## src/rtl/vscpu_core.sv

```systemverilog
// ---------------------------------------------------------------------------
// vscpu_core
// Multi-cycle memory-to-memory CPU core with an eight-opcode ISA. Every
// opcode has a direct form (I=0, operands read through memory) and an
// immediate/indirect form (I=1). The core talks to a single-port RAM with
// a one-cycle synchronous read.
//
// Parameters:
//   DATA_W  data / instruction word width (even, >= 12)
//   ADDR_W  RAM address and PC width (>= (DATA_W-4)/2)
//
// Ports:
//   clk           clock, all state updates on rising edge
//   rst           synchronous active-high reset
//   run           0 holds the core in FETCH (sampled only in FETCH)
//   data_fromRAM  RAM read data, valid one cycle after its address
//   wrEn          RAM write enable
//   addr_toRAM    RAM address
//   data_toRAM    RAM write data, 0 whenever wrEn = 0
//   pCounter      registered program counter
//   halted        sticky flag set by a branch-to-self
//   instr_done    one-cycle pulse in the EXEC cycle of every instruction
// ---------------------------------------------------------------------------
module vscpu_core #(
   parameter int DATA_W = 16,
   parameter int ADDR_W = 10
) (
   input  logic              clk,
   input  logic              rst,
   input  logic              run,
   input  logic [DATA_W-1:0] data_fromRAM,
   output logic              wrEn,
   output logic [ADDR_W-1:0] addr_toRAM,
   output logic [DATA_W-1:0] data_toRAM,
   output logic [ADDR_W-1:0] pCounter,
   output logic              halted,
   output logic              instr_done
);

   // Operand field width: A and B each take F bits below the opcode and I bit.
   localparam int F = (DATA_W - 4) / 2;

   localparam logic [2:0] S_FETCH  = 3'd0;
   localparam logic [2:0] S_DECODE = 3'd1;
   localparam logic [2:0] S_RDA    = 3'd2;
   localparam logic [2:0] S_RDB    = 3'd3;
   localparam logic [2:0] S_RDIND  = 3'd4;
   localparam logic [2:0] S_EXEC   = 3'd5;
   localparam logic [2:0] S_HALT   = 3'd6;

   localparam logic [2:0] OP_ADD  = 3'b000;
   localparam logic [2:0] OP_NAND = 3'b001;
   localparam logic [2:0] OP_SRL  = 3'b010;
   localparam logic [2:0] OP_LT   = 3'b011;
   localparam logic [2:0] OP_CP   = 3'b100;
   localparam logic [2:0] OP_CPI  = 3'b101;
   localparam logic [2:0] OP_BZJ  = 3'b110;
   localparam logic [2:0] OP_MUL  = 3'b111;

   localparam logic [DATA_W-1:0] SHIFT_LIM = DATA_W[DATA_W-1:0];

   logic [2:0]        state_q, state_d;
   logic [ADDR_W-1:0] pc_q, pc_d;
   logic [DATA_W-1:0] ir_q, ir_d;
   logic [DATA_W-1:0] opa_q, opa_d;
   logic [DATA_W-1:0] opb_q, opb_d;
   logic              halted_q, halted_d;

   // Instruction fields, taken from the latched IR.
   logic [2:0]   opcode;
   logic         i_bit;
   logic [F-1:0] a_fld;
   logic [F-1:0] b_fld;

   assign opcode = ir_q[DATA_W-1:DATA_W-3];
   assign i_bit  = ir_q[DATA_W-4];
   assign a_fld  = ir_q[2*F-1:F];
   assign b_fld  = ir_q[F-1:0];

   // Second ALU operand: the immediate B for I=1, otherwise the fetched *B.
   logic [DATA_W-1:0] b_op;
   assign b_op = i_bit ? DATA_W'(b_fld) : opb_q;

   // Every direct opcode reads *B; of the I=1 forms only CPIi does.
   logic needs_b;
   assign needs_b = !i_bit || (opcode == OP_CPI);

   logic [DATA_W-1:0] result;
   logic [ADDR_W-1:0] branch_target;
   logic [ADDR_W-1:0] pc_inc;

   assign pc_inc = pc_q + ADDR_W'(1);

   // NOTE: every signal written in a combinational block gets a default at
   // the top so no path leaves it unassigned and no latch is inferred.
   always_comb begin
      result = '0;
      case (opcode)
         OP_ADD:  result = opa_q + b_op;
         OP_NAND: result = ~(opa_q & b_op);
         // Shift amounts past the word width naturally shift everything out.
         OP_SRL:  result = (b_op < SHIFT_LIM) ? (opa_q >> b_op)
                                               : (opa_q << (b_op - SHIFT_LIM));
         OP_LT:   result = {{(DATA_W-1){1'b0}}, (opa_q < b_op)};
         OP_CP:   result = b_op;
         // CPI: opB holds mem[*B]; CPIi: opB holds *B, written to mem[*A].
         OP_CPI:  result = opb_q;
         OP_MUL:  result = opa_q * b_op;
         default: result = '0;
      endcase
   end

   always_comb begin
      if (i_bit)
         branch_target = ADDR_W'(opa_q + DATA_W'(b_fld));
      else if (opb_q == '0)
         branch_target = ADDR_W'(opa_q);
      else
         branch_target = pc_inc;
   end

   // Next-state logic and RAM bus drive.
   logic              wr_en_c;
   logic [ADDR_W-1:0] addr_c;
   logic [DATA_W-1:0] wdata_c;
   logic              done_c;

   always_comb begin
      state_d  = state_q;
      pc_d     = pc_q;
      ir_d     = ir_q;
      opa_d    = opa_q;
      opb_d    = opb_q;
      halted_d = halted_q;
      wr_en_c  = 1'b0;
      addr_c   = '0;
      wdata_c  = '0;
      done_c   = 1'b0;

      case (state_q)
         S_FETCH: begin
            addr_c = pc_q;
            if (run) state_d = S_DECODE;
         end
         S_DECODE: begin
            // IR is not latched yet, so the A address comes straight off the bus.
            ir_d    = data_fromRAM;
            addr_c  = ADDR_W'(data_fromRAM[2*F-1:F]);
            state_d = S_RDA;
         end
         S_RDA: begin
            opa_d = data_fromRAM;
            if (needs_b) begin
               addr_c  = ADDR_W'(b_fld);
               state_d = S_RDB;
            end else begin
               state_d = S_EXEC;
            end
         end
         S_RDB: begin
            opb_d = data_fromRAM;
            if (opcode == OP_CPI && !i_bit) begin
               addr_c  = ADDR_W'(data_fromRAM);
               state_d = S_RDIND;
            end else begin
               state_d = S_EXEC;
            end
         end
         S_RDIND: begin
            opb_d   = data_fromRAM;
            state_d = S_EXEC;
         end
         S_EXEC: begin
            done_c  = 1'b1;
            state_d = S_FETCH;
            if (opcode == OP_BZJ) begin
               pc_d = branch_target;
               // A not-taken BZJ yields pc+1, which never equals pc.
               if (branch_target == pc_q) begin
                  halted_d = 1'b1;
                  state_d  = S_HALT;
               end
            end else begin
               wr_en_c = 1'b1;
               addr_c  = (opcode == OP_CPI && i_bit) ? ADDR_W'(opa_q)
                                                      : ADDR_W'(a_fld);
               wdata_c = result;
               pc_d    = pc_inc;
            end
         end
         S_HALT: begin
            addr_c = pc_q;
         end
         default: begin
            state_d = S_FETCH;
         end
      endcase
   end

   // Bus outputs are forced idle while rst is high so an aborted EXEC
   // cannot write.
   assign wrEn       = wr_en_c & ~rst;
   assign addr_toRAM = rst ? '0 : addr_c;
   assign data_toRAM = (wr_en_c & ~rst) ? wdata_c : '0;
   assign instr_done = done_c & ~rst;
   assign pCounter   = pc_q;
   assign halted     = halted_q;

   // NOTE: sequential state is updated with non-blocking assignments only,
   // so every flop samples the pre-edge values of the others.
   always_ff @(posedge clk) begin
      if (rst) begin
         state_q  <= S_FETCH;
         pc_q     <= '0;
         ir_q     <= '0;
         opa_q    <= '0;
         opb_q    <= '0;
         halted_q <= 1'b0;
      end else begin
         state_q  <= state_d;
         pc_q     <= pc_d;
         ir_q     <= ir_d;
         opa_q    <= opa_d;
         opb_q    <= opb_d;
         halted_q <= halted_d;
      end
   end

endmodule

```

## config.mk

```make
export PLATFORM = sky130hd
export DESIGN_NAME = vscpu_core
export DESIGN_NICKNAME = d
export VERILOG_FILES = /design/src/rtl/vscpu_core.sv
export SDC_FILE = /design/constraint.sdc
export NUM_CORES = 1
export LEC_CHECK = 0
export ABC_AREA = 1
export CORE_MARGIN = 3
export CORE_UTILIZATION = 66
export CTS_BUF_LIST = sky130_fd_sc_hd__clkbuf_4 sky130_fd_sc_hd__clkbuf_8 sky130_fd_sc_hd__clkbuf_16
export CTS_CLUSTER_SIZE = 12
export DETAILED_ROUTE_END_ITERATION = 6
export PLACE_DENSITY_LB_ADDON = 0.25
export SYNTH_ARGS = -nofsm -noshare
export SYNTH_HDL_FRONTEND = slang
export SYNTH_SLANG_ARGS = --single-unit
export TNS_END_PERCENT = 30
```

## constraint.sdc

```tcl
create_clock -name clk -period 15.8 [get_ports clk]
set_input_delay 4.74 -clock clk [delete_from_list [all_inputs] [get_ports clk]]
set_output_delay 4.74 -clock clk [all_outputs]
set_load 0.01 [all_outputs]
```

==> results.yml <==
floorplan:
  fp.dieH_um: 135
  ios: 58
  dieArea_sq_um: 18100
  start_util: 0.681
  die_width_um: 135
  num_rows: 46
  core_area_sq_um: 16000
timing:
  finalClockSkew_ns: 0.0119
  hold_viol_final: 0
  tightest_slew_ns: 1.07
  drv_slew: 0
  max_freq_ghz: 0.0776
  setup_violations: 0
  finalCritPeriodShare: 0.816
  fin_ws_ns: 2.91
  rsz0062_at_grt: "no"
  final.setup.tns_ns: 0
  slew-limit-headroom: 0.283
  min_period_ns: 12.89
clock_tree:
  clk_latency_ns: 0.34
  clockBufferDepth: 2
  cts_setup_buffers: 0
  htreeDepth: 3
  cts_tree: "done"
  cts_hold_buf: 0
  cts.clk_slew.worst_paths_ns: 0.06
  ctsRootBufferMaster: "clkbuf_16"
  numCtsBuffers: 9
  clock-sinks: 62
  post_cts_resized: 0
detailed_routing:
  wl_um: 41900
  firstDrtPassIters: 7
  route.detailed.drc: 18
  vias_per_cell: 6.45
  ant_nets: 0
  wl_per_cell_um: 21.1
  vias: 12824
  drt_iter0_drc: 2220
critical_path:
  critPathCaptureType: "output pin"
  crit_slowest_cell: "dfxtp_1"
  rrSetupSlack_ns: 12.56
  critPathMostFrequentCell: "inv_1"
  critPathRequiredTime_ns: 11.06
  worstReg2RegStart: "opa_q[2]$_SDFFE_PP0P_"
  reg2reg_to: "state_q[1]$_SDFFE_PP0P_"
  critical_path_class: "flop to output pin"
  critPathMaxFanout: 33
  reg2regPathDepth: 15
  crit_arrival_ns: 8.15
  crit_path_max_incr_delay_ns: 0.85
  cp-start-kind: "flop"
global_route:
  grt_pass1_wl_um: 64700
  grt_util_all_layers: 0.461
  antenna_found_initial: 0
  grt_overflow: 0
  grt_pass1_vias: 11896
  grt_max_degree: 48
placement:
  post-place-ws_ns: 3.44
  io_buffers: 57
  gp_congestion: 1.07
  hpwl_um: 31800
outcome:
  violations: "DRC"
  outcome: "complete, but fails checks"
power:
  cellLeakagePower_nw: 5.53
  irDropWorstVdd_mv: 0.101
  powerDensity_nw_per_um2: 65.3
hold_path:
  hp-start: "halted$_SDFFE_PP0P_"
  hold_class: "flop to flop"
  min_delay_path_depth: 2
  min_to: "halted$_SDFFE_PP0P_"
logic_synthesis:
  avgSynthCellArea_sq_um: 6.21
  synth_nets: 1950
  netlist_instances: 1756
  synthAdderAreaFrac: 0.257
  seq_area_frac_synth: 0.114
  synthTopCellsByArea: "fa_1 (15%), nand2_1 (14%), dfxtp_1 (11%)"
  yosys_register_bits: 62
  yosys.area.top_type: "fa_1"
  synth_top_area_frac: 0.149
  synth_flop_cell: "dfxtp_1"
  synth_top_family_by_area: "simple AND/OR/NAND/NOR gates"
  muxShareOfSynthArea: 0
  ys_types: 51
  netlist_area_sq_um: 10900
  synthXorXnorAreaFrac: 0.0201
  synthSimpleGateAreaFrac: 0.296
  synth-compound-area-share: 0.187
  ys_warn_count: 0
  synth_edf_count: 0
  async_flop_share: 0
cells_and_area:
  nets: 1961
  n_fill_cell: 1397
  area_growth_syn_to_layout_pct: 8.61
  final_cell_mix: "nand2_1 (416), inv_1 (276), nor2_1 (161)"
  layout-drive-gt1-share: 0.0384
  layout_commonest_cell: "nand2_1"
job:
  drv_cap: 0
==> Yosys cell counts (11+ instances only) <==
library cell,n
ha_1,94
dfxtp_1,62
inv_1,276
nor3_1,15
nand4_1,25
a31oi_1,18
nand2_1,416
o21ai_1,20
a21oi_1,128
o22ai_1,12
xor2_1,14
nand3_1,117
buf_2,15
fa_1,81
clkbuf_1,49
xnor2_1,11
nor2_1,161
o21ai_0,143
==> critical path, delay by kind of cell, from the launching register on <==
kind                       cells  cell delay (ns)
buffers and inverters         11             2.16
DFF                            1             0.85
AOI/OAI and AO/OA              4             0.49
and+or+nand+nor                9             0.98
adders and majority gates      8             3.30
==> kinds of logic (layout without fill, tap and decap cells) <==
kind of cell,count (synthesis),count (layout)
AOI/OAI and AO/OA,369,369
DFF,62,62
xor gates and xnor gates,25,25
and+or+nand+nor,768,768
adders and majority gates,175,175
other,0,1
buffers and inverters,357,373
==> metal layers <==
metal	track usage	vias to the layer above	part of all wire
met2	0.666	1090	0.40
met3	0.157	237	0.17
met4	0.235	0	0.061
li1	-	5699	-
met1	0.613	5798	0.37
met5	0	-	0
==> how the worst max path moves through the flow <==
stage                                     start  slack, ns        endpoint
after global routing      ir_q[12]$_SDFFE_PP0P_       2.56  data_toRAM[14]
after CTS                 ir_q[12]$_SDFFE_PP0P_       3.07  data_toRAM[14]
final                     ir_q[12]$_SDFFE_PP0P_       2.91  data_toRAM[14]
after detailed placement  ir_q[12]$_SDFFE_PP0P_       3.44  data_toRAM[14]
after floorplan           ir_q[12]$_SDFFE_PP0P_       5.02  data_toRAM[14]
after global placement    ir_q[12]$_SDFFE_PP0P_       3.64  data_toRAM[14]
==> state kept, by name (all words and copies together), names as in the netlist <==
name / flops
halted: 1
ir_q: 16
opa_q: 16
opb_q: 16
pCounter: 10
state_q: 3
==> report_power, final <==
| part | switching (W) | internal, W | total, W | leakage [nW] |
|---|---|---|---|---|
| Clock | 0.0000841 | 0.000108 | 0.000192 | 0.137 |
| Sequential | 0.0000264 | 0.000168 | 0.000194 | 0.504 |
| Combinational | 0.000278 | 0.000108 | 0.000386 | 4.89 |
| Total | 0.000389 | 0.000384 | 0.000773 | 5.53 |
==> per-stage QoR <==
stage	instances	cell area (sq um)	power, W	util	hold slack, ns
final	1989	11800	0.000773	0.740	0.457
after floorplan	1756	10900	0.000443	-	0.438
after global placement	1972	11600	0.000553	0.722	0.435
after global routing	1988	11800	0.000806	0.740	0.494
after detailed placement	1972	11600	0.000558	0.722	0.454
after CTS	1988	11800	0.000748	0.740	0.463
==> final cells by class <==
class | instances | area [sq um] | share of cell area
diodes | 1 | 2.50 | 0.000211
clock buffers | 9 | 225 | 0.0190
clock inverters | 7 | 56.3 | 0.00476
inverters | 287 | 1080 | 0.0911
multi-input cells | 1337 | 8300 | 0.701
flip-flops and latches | 62 | 1240 | 0.105
well taps | 216 | 270 | 0.0228
repair buffers | 70 | 668 | 0.0564
No activity file was read; power rests on OpenSTA's default activity.
==> RTL edit 1: new RTL, same flow settings <==
Make the reset (`rst`) asynchronous in one clocked block. Comments in the files are not updated.
--- a/src/rtl/vscpu_core.sv
+++ b/src/rtl/vscpu_core.sv
@@ -210,3 +210,3 @@
    // so every flop samples the pre-edge values of the others.
-   always_ff @(posedge clk) begin
+   always_ff @(posedge clk or posedge rst) begin
       if (rst) begin
Function: not settled (the Yosys comparison gave no result); the edit may change what the design does.
==> RTL edit 1 against the unedited design <==
- worst setup slack got worse by 0.20 ns
- design area increased by 3.3%
- sequential cell count unchanged
- register-to-register slack improved by 0.32 ns
- wire length increased by 0.88%
- clock skew increased by 0.0012 ns
- utilization decreased by 0.76 points
- area after synthesis increased by 4.1%
- largest cell class unchanged
- highest routed layer unchanged
Power is not shown: default switching activity piles up to over one toggle a cycle in this logic, so the estimate is an artifact.
==> RTL edit 1: results (changes against the unedited design) <==
metric,value,unit,change
outcome,"finished, final reports clean",,was finished with violations
synth_area_leaders,"nand2_1 (15%), fa_1 (14%), dfrtp_1 (14%), ha_1 (10%), inv_1 (9.4%)",,"was fa_1 (15%), nand2_1 (14%), dfxtp_1 (11%), ha_1 (11%), inv_1 (9.5%)"
vias_per_cell,6.359,,was 6.447
cp.arrival,8.34,ns,was 8.15 ns
r2r_cells,14,,was 15
yosysSeqAreaShare,13.67,%,was 11.39%
routabilityCongestion,1.114,,was 1.072
rrSetupSlack,12.88,ns,was 12.56 ns
drt_iter0_markers,1745,,was 2220
grt_pass1_vias,11990,,was 11900
grt_pass1_wl,65.10,mm,was 64.69 mm
synth_cell_types,59,,was 51
detail_route.wl_per_cell,21.26,µm,was 21.09 µm
cp_max_fo,47,,was 33
final_nets,1959,,was 1961
drive_gt1_share,4.407,%,was 3.837%
fin_crit,13.08,ns,was 12.89 ns
nFillCells,1380,,was 1397
holdPathStages,1,,was 2
worst_slew_pin_slew,1.223,ns,was 1.072 ns
synth_commonest_cells,"nand2_1 (447), inv_1 (285), nor2_1 (166)",,"was nand2_1 (416), inv_1 (276), nor2_1 (161)"
grt_use_total,45.45,%,was 46.09%
synth_ff_type,dfrtp_1,,was dfxtp_1
async_flop_share,100.0,%,was 0%
grt_start_max_net_pins,64,,was 48
antenna_cells,0,,was 1
fin_skew,0.01316,ns,was 0.01193 ns
RTL edit 1: logic make-up (layout without fill, tap and decap cells):
family	after synthesis	count (layout)	share of synthesized area (%)
AND/OR/NAND/NOR	826	826	31.30
multiplexers	2	2	0.1874
flip-flops	62	62	13.67
buffers and inverters	362	380	13.12
AO/OA/AOI/OAI	309	309	15.82
XOR/XNOR	16	16	1.235
adder cells (fa/ha/maj)	175	175	24.66
RTL edit 1: worst paths after layout:
| kind | startpoint | to |
|---|---|---|
| worst max-delay path | ir_q[12] | data_toRAM[12] |
| worst min-delay path | halted | halted |
| worst max register to register | opa_q[5] | state_q[1] |
| worst min register to register | halted | halted |
| max in group asynchronous | rst | opb_q[7] |
| min in group asynchronous | rst | pCounter[0] |
RTL edit 1: per-stage QoR:
stage | hold WS [ns] | cells | util (%) | cell area (µm²) | setup WS (ns)
finish | 0.4800 | 1990 | 73.24 | 12230 | 2.717
global route | 0.4973 | 1990 | 73.24 | 12230 | 2.352
CTS | 0.4855 | 1990 | 73.24 | 12230 | 2.886
detailed placement | 0.4651 | 1974 | 71.41 | 11930 | 3.242
global placement | 0.4671 | 1974 | 71.41 | 11930 | 3.432
floorplan | 0.4479 | 1752 | - | 11350 | 4.764
RTL edit 1: final cells by class:
cell class	count	area [µm²]	area share, %
repair buffers	69	660.6	5.401
inverters	295	1115	9.114
well taps	220	275.3	2.250
flip-flops and latches	62	1551	12.68
clock buffers	11	246.5	2.015
multi-input cells	1328	8324	68.05
clock inverters	5	58.81	0.4808
RTL edit 1: critical path, cell delays in order (launching register included):
cell	delay, ns
dfrtp_1	0.76
nand2_1	0.20
o21ai_4	0.08
buf_4	0.44
inv_1	0.63
nand2_1	0.28
fa_1	0.46
fa_1	0.58
fa_1	0.45
fa_1	0.54
inv_1	0.05
fa_1	0.47
inv_1	0.05
fa_1	0.47
inv_1	0.04
ha_1	0.34
inv_1	0.11
nor3_1	0.07
nand3_1	0.08
nand4_1	0.16
o21ai_0	0.56
o221ai_1	0.32
nor2_1	0.24
a21oi_1	0.09
clkdlybuf4s50_1	0.50
RTL edit 1: per-layer routing:
metal | routed length, µm | track usage (%) | vias up
met4 | 3367 | 29.60 | 0
met2 | 18000 | 68.58 | 936
met5 | 0 | 0 | -
met3 | 5724 | 14.19 | 252
li1 | - | - | 5680
met1 | 15220 | 56.04 | 5787
==> RTL edit 2: new RTL, config.mk and constraints unchanged <==
Made on the original files. Change the parameter `ADDR_W` from 10 to 12.
--- a/src/rtl/vscpu_core.sv
+++ b/src/rtl/vscpu_core.sv
@@ -25,3 +25,3 @@
    parameter int DATA_W = 16,
-   parameter int ADDR_W = 10
+   parameter int ADDR_W = 12
 ) (
Interface: changed (resized addr_toRAM and pCounter); port bits go from 58 to 62. The function was not compared with the original's and may differ.
==> RTL edit 2 against the unedited design <==
- worst setup slack lost 0.067 ns
- sequential cell count up 2
- design area increased by 6.2%
- area after synthesis up 6.1%
- the flow still finishes with violations (DRC)
- sequential share of layout area is 0.29 points lower
- power increased by 4.7%
- wire length is 7.1% higher
- register-to-register slack better by 0.10 ns
==> RTL edit 2: results (changes against the unedited design) <==
metric,value,unit,change
cp_max_fo,34,,was 33
outcome,finished with violations,,unchanged
synth_commonest_cells,"nand2_1 (499), inv_1 (296), nand3_1 (197)",,"was nand2_1 (416), inv_1 (276), nor2_1 (161)"
grt_pass1_vias,13190,,was 11900
numCtsBuffers,9,,unchanged
drc,9,,was 18
cp.arrival,8.21,ns,was 8.15 ns
vias,13890,,was 12820
dpl_cell_area,12270,µm²,was 11560 µm²
synth_ff_type,dfxtp_1,,unchanged
dp_cells,2150,,was 1972
syn_nets,2120,,was 1950
cts_setup_buffers,0,,unchanged
syn_area_per_cell,6.005,µm²,was 6.208 µm²
h-tree-depth,3,,unchanged
synth_area_leaders,"nand2_1 (16%), fa_1 (14%), dfxtp_1 (11%), ha_1 (10%), inv_1 (9.6%)",,"was fa_1 (15%), nand2_1 (14%), dfxtp_1 (11%), ha_1 (11%), inv_1 (9.5%)"
cts-root-buf,clkbuf_16,,unchanged
synth_cell_types,49,,was 51
detail_route.wl_per_cell,20.74,µm,was 21.09 µm
maxSlewHeadroom,18.91,%,was 28.28%
yosysSeqAreaShare,11.08,%,was 11.39%
holdCritPathClass,reg -> reg,,unchanged
grt_pass1_wl,70.21,mm,was 64.69 mm
clockBufferDepth,2,,unchanged
async_flop_share,0,%,unchanged
routabilityCongestion,1.091,,was 1.072
grt_use_total,45.59,%,was 46.09%
clkTransAtPathRegs,0.06,ns,about the same
worstSkewPairLatency,0.34,ns,about the same
drtPass1Iterations,7,,unchanged
hpwl,33.19,mm,was 31.83 mm
nFillCells,1475,,was 1397
leakage,6.068,nW,was 5.527 nW
fin_skew,0.008738,ns,was 0.01193 ns
postCtsResizedCells,0,,unchanged
drt_iter0_markers,1772,,was 2220
biggestRegsByFlops,"ir_q (16), opa_q (16), opb_q (16)",,unchanged
violations,DRC,,unchanged
wl,44.94,mm,was 41.95 mm
slowest_delay,0.77,ns,was 0.85 ns
ir_drop,90.02,µV,was 100.5 µV
antenna_found_initial,0,,unchanged
portBuffers,61,,was 57
drive_gt1_share,3.854,%,was 3.837%
grt_start_max_net_pins,50,,was 48
[RTL edit 2: cell families after synthesis]
family          share of synthesized area (%)
compound gates                          15.88
xor+xnor                                1.136
fa+ha+maj                               24.19
buf+inv                                 13.24
flops                                   11.08
simple gates                            34.48
[RTL edit 2: metal layers]
layer  track usage [%]  wire, µm  part of all wire [%]  up-vias
li1                  -         -                     -     6230
met3             11.40      6306                    14      353
met5                 0         0                     0        -
met2             69.53     18850                    42     1119
met1             54.94     15290                    34     6186
met4             35.73      4501                    10        0
[RTL edit 2: layout make-up]
type / count / area (µm²) / share of cell area [%]
sequential: 64 / 1281 / 10.19
multi-input combinational: 1470 / 8762 / 69.67
timing repair buffer: 83 / 775.7 / 6.169
clock buffer: 9 / 225.2 / 1.791
tap: 220 / 275.3 / 2.189
antenna: 1 / 2.502 / 0.01990
clock inverter: 7 / 77.57 / 0.6169
inverter: 313 / 1176 / 9.352
[RTL edit 2: worst max-delay path: cells and delay by family, from the launching register on]
family,cells,cell delay (ns)
adder cells (fa/ha/maj),7,3.32
buffers and inverters,9,1.91
AND/OR/NAND/NOR,6,1.01
AO/OA/AOI/OAI,5,0.81
flip-flops,1,0.77
[RTL edit 2: per-stage QoR]
step	setup WS (ns)	util, %	hold slack (ns)
after floorplan	5.237	-	0.4378
after global placement	3.356	72.70	0.4432
after detailed placement	3.360	72.70	0.4560
after CTS	3.061	74.50	0.4750
after global routing	2.492	74.50	0.4975
final	2.847	74.51	0.4794
[RTL edit 2: worst paths after layout]
path | start | to | slack (ns) | cells past startpoint
max | ir_q[12] | data_toRAM[13] | 2.85 | 27
min | ir_q[7] | ir_q[7] | 0.48 | 2
max reg2reg | ir_q[15] | state_q[2] | 12.66 | 12
min reg2reg | ir_q[7] | ir_q[7] | 0.48 | 2
[RTL edit 2: power breakdown]
part,switching [mW],leakage (nW),total (mW),internal [mW]
Clock,0.0820,0.147,0.206,0.124
Combinational,0.301,5.40,0.412,0.110
Sequential,0.0187,0.520,0.192,0.173
